### src/rtl/mul_share_pkg.sv
// Shared types for the two-requester multiplier arbiter.
// The count types are sized for the largest legal RBUF_DEPTH + LAT.
package mul_share_pkg;
    localparam int NREQ     = 2;
    localparam int MAX_RBUF = 4;
    localparam int MAX_LAT  = 8;
    localparam int CNT_W    = $clog2(MAX_RBUF + MAX_LAT + 1);

    typedef logic req_id_t;

    typedef struct packed {
        logic    valid;
        req_id_t id;
    } tag_t;

    typedef logic [CNT_W-1:0] cnt_t;
endpackage

### src/rtl/mul_share_rbuf.sv
// Per-requester result FIFO. Push and pop in the same cycle are allowed even when full.
module mul_share_rbuf
    import mul_share_pkg::*;
#(
    parameter int RESW  = 16,
    parameter int DEPTH = 2
) (
    input  logic            CLK,
    input  logic            RST,
    input  logic            i_push,
    input  logic [RESW-1:0] i_data,
    input  logic            i_pop,
    output logic [RESW-1:0] o_head,
    output cnt_t            o_occ
);
    localparam int AW = (DEPTH > 1) ? $clog2(DEPTH) : 1;

    logic [RESW-1:0] r_mem [DEPTH];
    logic [AW-1:0]   r_wp, r_rp;
    cnt_t            r_occ;
    logic            w_pop, w_push;

    assign w_pop  = i_pop && (r_occ != '0);
    assign w_push = i_push && ((r_occ != cnt_t'(DEPTH)) || w_pop);

    function automatic logic [AW-1:0] inc(input logic [AW-1:0] p);
        return (p == AW'(DEPTH - 1)) ? '0 : p + 1'b1;
    endfunction

    always_ff @(posedge CLK) begin
        if (RST) begin
            r_wp  <= '0;
            r_rp  <= '0;
            r_occ <= '0;
            for (int k = 0; k < DEPTH; k++) r_mem[k] <= '0;
        end else begin
            // Credit accounting upstream must make an overflowing push impossible.
            assert (!(i_push && !w_push));
            if (w_push) begin
                r_mem[r_wp] <= i_data;
                r_wp        <= inc(r_wp);
            end
            if (w_pop) r_rp <= inc(r_rp);
            r_occ <= r_occ + cnt_t'(w_push) - cnt_t'(w_pop);
        end
    end

    assign o_head = r_mem[r_rp];
    assign o_occ  = r_occ;
endmodule

### src/rtl/mul_share_arbiter.sv
// Shares one fixed-latency, non-stallable multiplier between two requesters with credit-based result buffering.
// Define MUL_SHARE_STRICT_PRIO_EN for strict requester-0 priority instead of round-robin.
module mul_share_arbiter
    import mul_share_pkg::*;
#(
    parameter int OPW        = 8,
    parameter int RESW       = 16,
    parameter int LAT        = 3,
    parameter int RBUF_DEPTH = 2
) (
    input  logic                 CLK,
    input  logic                 RST,
    input  logic [NREQ-1:0]      req_valid,
    output logic [NREQ-1:0]      req_ready,
    input  logic [NREQ*OPW-1:0]  req_a,
    input  logic [NREQ*OPW-1:0]  req_b,
    output logic [OPW-1:0]       unit_a,
    output logic [OPW-1:0]       unit_b,
    input  logic [RESW-1:0]      unit_result,
    output logic [NREQ-1:0]      rsp_valid,
    input  logic [NREQ-1:0]      rsp_ready,
    output logic [NREQ*RESW-1:0] rsp_data,
    output logic                 busy
);
    tag_t            r_tag  [LAT];
    cnt_t            r_infl [NREQ];
    cnt_t            w_occ  [NREQ];
    logic [NREQ-1:0] w_elig, w_gnt, w_push;
    logic            w_any;
    req_id_t         w_gid;
    tag_t            w_tag_out;

    assign w_tag_out = r_tag[LAT-1];

    for (genvar gi = 0; gi < NREQ; gi++) begin : g_req
        // Credit is taken from registered state only, so a pop frees a slot one cycle later.
        assign w_elig[gi]    = !RST && req_valid[gi] &&
                               ((w_occ[gi] + r_infl[gi]) < cnt_t'(RBUF_DEPTH));
        assign w_push[gi]    = w_tag_out.valid && (w_tag_out.id == req_id_t'(gi));
        assign rsp_valid[gi] = (w_occ[gi] != '0);

        mul_share_rbuf #(.RESW(RESW), .DEPTH(RBUF_DEPTH)) u_rbuf (
            .CLK    (CLK),
            .RST    (RST),
            .i_push (w_push[gi]),
            .i_data (unit_result),
            .i_pop  (rsp_ready[gi]),
            .o_head (rsp_data[gi*RESW +: RESW]),
            .o_occ  (w_occ[gi])
        );
    end

`ifdef MUL_SHARE_STRICT_PRIO_EN
    always_comb begin
        w_gnt = '0;
        if (w_elig[0])      w_gnt[0] = 1'b1;
        else if (w_elig[1]) w_gnt[1] = 1'b1;
    end
`else
    req_id_t r_ptr;

    always_comb begin
        w_gnt = '0;
        if (w_elig[r_ptr])       w_gnt[r_ptr]  = 1'b1;
        else if (w_elig[~r_ptr]) w_gnt[~r_ptr] = 1'b1;
    end

    always_ff @(posedge CLK) begin
        if (RST)        r_ptr <= 1'b0;
        else if (w_any) r_ptr <= ~w_gid;
    end
`endif

    assign w_any     = |w_gnt;
    assign w_gid     = w_gnt[1];
    assign req_ready = w_gnt;

    always_ff @(posedge CLK) begin
        if (RST) begin
            unit_a <= '0;
            unit_b <= '0;
            for (int k = 0; k < LAT; k++)  r_tag[k]  <= '0;
            for (int k = 0; k < NREQ; k++) r_infl[k] <= '0;
        end else begin
            unit_a   <= !w_any ? '0 : (w_gid ? req_a[OPW +: OPW] : req_a[0 +: OPW]);
            unit_b   <= !w_any ? '0 : (w_gid ? req_b[OPW +: OPW] : req_b[0 +: OPW]);
            r_tag[0] <= tag_t'({w_any, w_gid});
            for (int k = 1; k < LAT; k++)  r_tag[k]  <= r_tag[k-1];
            for (int k = 0; k < NREQ; k++) r_infl[k] <= r_infl[k] + cnt_t'(w_gnt[k]) - cnt_t'(w_push[k]);
        end
    end

    assign busy = (|rsp_valid) || (r_infl[0] != '0) || (r_infl[1] != '0);
endmodule

### config.mk
export PLATFORM = sky130hd
export DESIGN_NAME = mul_share_arbiter
export DESIGN_NICKNAME = d
export VERILOG_FILES = /design/src/rtl/mul_share_pkg.sv /design/src/rtl/mul_share_rbuf.sv /design/src/rtl/mul_share_arbiter.sv
export SDC_FILE = /design/constraint.sdc
export NUM_CORES = 1
export LEC_CHECK = 0
export ABC_AREA = 1
export CORE_UTILIZATION = 51
export DETAILED_ROUTE_END_ITERATION = 10
export PLACE_DENSITY = 0.81
export SYNTH_ARGS = -nofsm -noshare
export SYNTH_HDL_FRONTEND = slang
export SYNTH_SLANG_ARGS = --single-unit
### constraint.sdc
create_clock -name CLK -period 3.2 [get_ports CLK]
set_input_delay 0.8 -clock CLK [delete_from_list [all_inputs] [get_ports CLK]]
set_output_delay 0.8 -clock CLK [all_outputs]
set_load 0.03 [all_outputs]
==> impl_metrics.prom <==
# TYPE chip_impl_metric gauge
chip_impl_info{name="outcome",value="complete, no violations"} 1
chip_impl_metric{name="worst_slack",unit="ns"} 0.1347
chip_impl_metric{name="detail-route-antenna-nets",unit=""} 0
chip_impl_metric{name="postLayoutCellArea",unit="mm²"} 0.006548
chip_impl_info{name="critPathLaunch",value="r_infl[0][5]$_SDFF_PP0_"} 1
chip_impl_metric{name="dieWidth",unit="µm"} 102.0
chip_impl_info{name="clock_tree.root_cell",value="clkbuf_8"} 1
chip_impl_metric{name="htreeDepth",unit=""} 3
chip_impl_metric{name="dp_slack",unit="ns"} 0.2707
chip_impl_metric{name="tightestPinTransition",unit="ns"} 0.7538
chip_impl_metric{name="std_cell_rows",unit=""} 36
chip_impl_metric{name="boundaryPins",unit=""} 107
chip_impl_info{name="cp-start-kind",value="register"} 1
chip_impl_metric{name="postSynthRegisterBits",unit=""} 109
chip_impl_metric{name="port_buffers",unit=""} 106
chip_impl_metric{name="power.leakage",unit="nW"} 2.914
chip_impl_metric{name="synth_seq_area_share",unit="%"} 55.31
chip_impl_metric{name="synth-edff-count",unit=""} 64
chip_impl_metric{name="number_of_hold_violations_in_the_final_report",unit=""} 0
chip_impl_metric{name="final.fill_count",unit=""} 762
chip_impl_metric{name="max_freq",unit="GHz"} 0.3262
chip_impl_metric{name="finalSetupTns",unit="ns"} 0
chip_impl_metric{name="worst_ep_arrival_time",unit="ns"} 2.27
chip_impl_metric{name="place_congestion",unit=""} 0.8313
chip_impl_metric{name="grt_start_max_net_pins",unit=""} 23
chip_impl_metric{name="drt_first_iter_violations",unit=""} 133
chip_impl_metric{name="dr.pass1.iters",unit=""} 4
chip_impl_metric{name="post_route_cells_drive_above_1_share",unit="%"} 12.58
chip_impl_metric{name="final.setup_skew",unit="ns"} 0.02052
chip_impl_metric{name="report.final.setup_viol",unit=""} 0
chip_impl_metric{name="ys_types",unit=""} 30
chip_impl_metric{name="placed_cells",unit=""} 745
chip_impl_metric{name="ys_warn_count",unit=""} 0
chip_impl_metric{name="instances_no_fill",unit=""} 761
chip_impl_metric{name="syn2layout_area_growth",unit="%"} 28.29
chip_impl_metric{name="num-nets-final",unit=""} 707
chip_impl_metric{name="power_density",unit="mW/mm²"} 725.6
chip_impl_metric{name="power.ir.vdd_worst",unit="mV"} 0.4338
chip_impl_metric{name="period_needed",unit="ns"} 3.065
chip_impl_metric{name="slew_headroom",unit="%"} 49.62
chip_impl_metric{name="post-route-drc-count",unit=""} 0
chip_impl_metric{name="final_min_period_over_clock_period",unit="%"} 95.79
chip_impl_metric{name="asyncSetResetFlopFracSynth",unit="%"} 0
chip_impl_info{name="cell_mode_on_critical_path",value="inv_1"} 1
chip_impl_metric{name="core",unit="mm²"} 0.009729
chip_impl_metric{name="initial_utilization",unit="%"} 52.46
chip_impl_info{name="cts_tree",value="yes"} 1
chip_impl_metric{name="clkLatencyLatePin",unit="ns"} 0.39
chip_impl_metric{name="clk_transition_reported_paths",unit="ns"} 0.13
chip_impl_metric{name="cts_inserted_buffers",unit=""} 9
chip_impl_metric{name="die_height",unit="µm"} 102.0
chip_impl_metric{name="grt_first_pass_wirelength",unit="mm"} 17.10
chip_impl_info{name="criticalPathCategory",value="reg2out"} 1
chip_impl_metric{name="avgViaCountPerCell",unit=""} 4.955
chip_impl_metric{name="post-cts-setup-buffer-count",unit=""} 0
chip_impl_metric{name="dpl.hpwl",unit="mm"} 7.661
chip_impl_metric{name="reg2reg_setup_slack",unit="ns"} 0.60
chip_impl_metric{name="via_count",unit=""} 3771
chip_impl_info{name="ys_dominant_reg_cell",value="edfxtp_1"} 1
chip_impl_metric{name="slew_viol_final",unit=""} 0
chip_impl_metric{name="place_area",unit="mm²"} 0.006336
chip_impl_metric{name="avgRoutedWirePerCell",unit="µm"} 13.84
chip_impl_metric{name="critPathMaxFanout",unit=""} 4
chip_impl_metric{name="antenna_found_initial",unit=""} 0
chip_impl_metric{name="report.power.total",unit="mW"} 4.751
chip_impl_metric{name="fin_util",unit="%"} 67.30
chip_impl_metric{name="antenna_cells",unit=""} 0
chip_impl_metric{name="crit_required",unit="ns"} 2.40
chip_impl_metric{name="synthesis.instances",unit=""} 508
chip_impl_info{name="setup_repair_after_global_routing_missed_its_margin",value="false"} 1
chip_impl_metric{name="rr_worst_depth",unit=""} 11
chip_impl_metric{name="die_area",unit="mm²"} 0.01041
chip_impl_metric{name="synth_area",unit="mm²"} 0.005104
chip_impl_info{name="worst_hold_path_type",value="reg2reg"} 1
chip_impl_info{name="timing.rr.start",value="r_infl[0][1]$_SDFF_PP0_"} 1
chip_impl_metric{name="clock-sinks",unit=""} 109
chip_impl_metric{name="grt_util_all_layers",unit="%"} 21.23
chip_impl_info{name="slowest_stage",value="fa_1"} 1
chip_impl_metric{name="detail_route.wirelength",unit="mm"} 10.53
chip_impl_metric{name="synth_area_per_cell",unit="µm²"} 10.05
chip_impl_info{name="critPathCaptureType",value="primary output"} 1
chip_impl_info{name="cells_along_the_critical_path",value="inv_1, fa_1, nand3_2, nor2_2, inv_2, nor2_4, o21ai_4, inv_1, buf_4"} 1
chip_impl_info{name="worst_setup_path_endpoint",value="req_ready[1]"} 1
chip_impl_metric{name="critPathMaxStageDelay",unit="ns"} 0.62
chip_impl_info{name="timing.rr.end",value="r_infl[0][6]$_SDFF_PP0_"} 1
chip_impl_metric{name="cap_viol_max_count",unit=""} 0
chip_impl_metric{name="postSynthNetCount",unit=""} 592
chip_impl_metric{name="grt_pass1_vias",unit=""} 3665
chip_impl_metric{name="global_route.overflow_total",unit=""} 0
chip_impl_metric{name="fin_worst_hold_slack",unit="ns"} 0.3975
chip_impl_metric{name="clockBufferDepth",unit=""} 2
-- critical path, delay by kind of cell, from the launching register on --
kind,cells,cell delay (ns)
flops,1,0.37
simple gates,3,0.39
buf+inv,4,0.45
fa+ha+maj,1,0.62
compound gates,1,0.07
-- cell families after synthesis --
logic type | Yosys count | synth area share (%)
AND/OR/NAND/NOR | 205 | 17.09
flip-flops | 109 | 55.31
XOR/XNOR | 6 | 1.030
buffers and inverters | 100 | 8.066
adder cells (fa/ha/maj) | 30 | 8.237
multiplexers | 32 | 7.061
AO/OA/AOI/OAI | 26 | 3.211
-- layout by cell type, fill, tap and decap left out, drive strengths merged, types with 3 or more instances in the layout --
cell	n
edfxtp	64
nand4	5
xnor2	4
o21ai	8
clkbuf	9
nand3	26
ha	24
mux2	32
clkinv	3
inv	89
buf	15
fa	6
nand2	52
clkdlybuf4s50	103
a21oi	13
nor2	121
dfxtp	45
-- synthesized netlist by cell type (3+ instances only) --
master      n  share of area (%)
a21oi_1    13                1.3
buf_2       7               0.69
buf_6       3               0.66
clkbuf_1    5               0.37
dfxtp_1    45                 18
edfxtp_1   64                 38
fa_1        6                2.4
ha_1       24                5.9
inv_1      83                6.1
mux2_2     32                7.1
nand2_1    51                3.8
nand3_1    22                2.2
nand3_2     3               0.59
nand4_1     4               0.49
nor2_1    118                8.7
o21ai_0     6               0.59
xnor2_1     4               0.69
-- metal layers --
layer  GRT usage, %  part of all wire, %  up-vias
li1               -                    -     1854
met1          26.10                   43     1806
met2          37.38                   50      107
met3          6.703                  6.7        4
met4          3.077                 0.50        0
met5              0                    0        -
-- how the worst min path moves through the flow --
stage,end,cells past startpoint,start
after floorplan,r_tag[0][2]$_SDFF_PP0_,2,r_tag[0][0]$_SDFF_PP0_
after global placement,r_tag[0][2]$_SDFF_PP0_,2,r_tag[0][0]$_SDFF_PP0_
after detailed placement,r_tag[0][2]$_SDFF_PP0_,2,r_tag[0][0]$_SDFF_PP0_
after CTS,r_tag[0][2]$_SDFF_PP0_,2,r_tag[0][0]$_SDFF_PP0_
after global routing,r_tag[0][2]$_SDFF_PP0_,2,r_tag[0][0]$_SDFF_PP0_
final,r_tag[0][4]$_SDFF_PP0_,2,r_tag[0][2]$_SDFF_PP0_
-- where the power goes --
part / internal [mW] / total (mW) / switching [mW]
Sequential: 1.71 / 1.82 / 0.112
Clock: 0.318 / 0.852 / 0.534
Combinational: 0.855 / 2.08 / 1.22
-- sequential cells by signal (all words and copies together), names as in the netlist, named ones only --
register / flops
g_req.u_rbuf.r_rp: 2
r_infl: 8
r_tag: 6
unit_a: 8
g_req.u_rbuf.r_wp: 2
r_ptr: 1
g_req.u_rbuf.r_mem: 64
g_req.u_rbuf.o_occ: 8
unit_b: 8
-- layout make-up --
| class | instances | area (µm²) | share of cell area (%) |
|---|---|---|---|
| clock buffers | 9 | 123.9 | 1.892 |
| clock inverters | 7 | 81.33 | 1.242 |
| inverters | 85 | 324.1 | 4.949 |
| multi-input cells | 299 | 1869 | 28.55 |
| flip-flops and latches | 109 | 2826 | 43.17 |
| well taps | 133 | 166.4 | 2.542 |
| repair buffers | 119 | 1156 | 17.66 |
-- timing repair --
item,4_1_cts,5_1_grt
hold buffers,0,0
gates resized for setup,0,4
endpoints found under the setup margin,0,2
(Power assumes the default switching activity.)
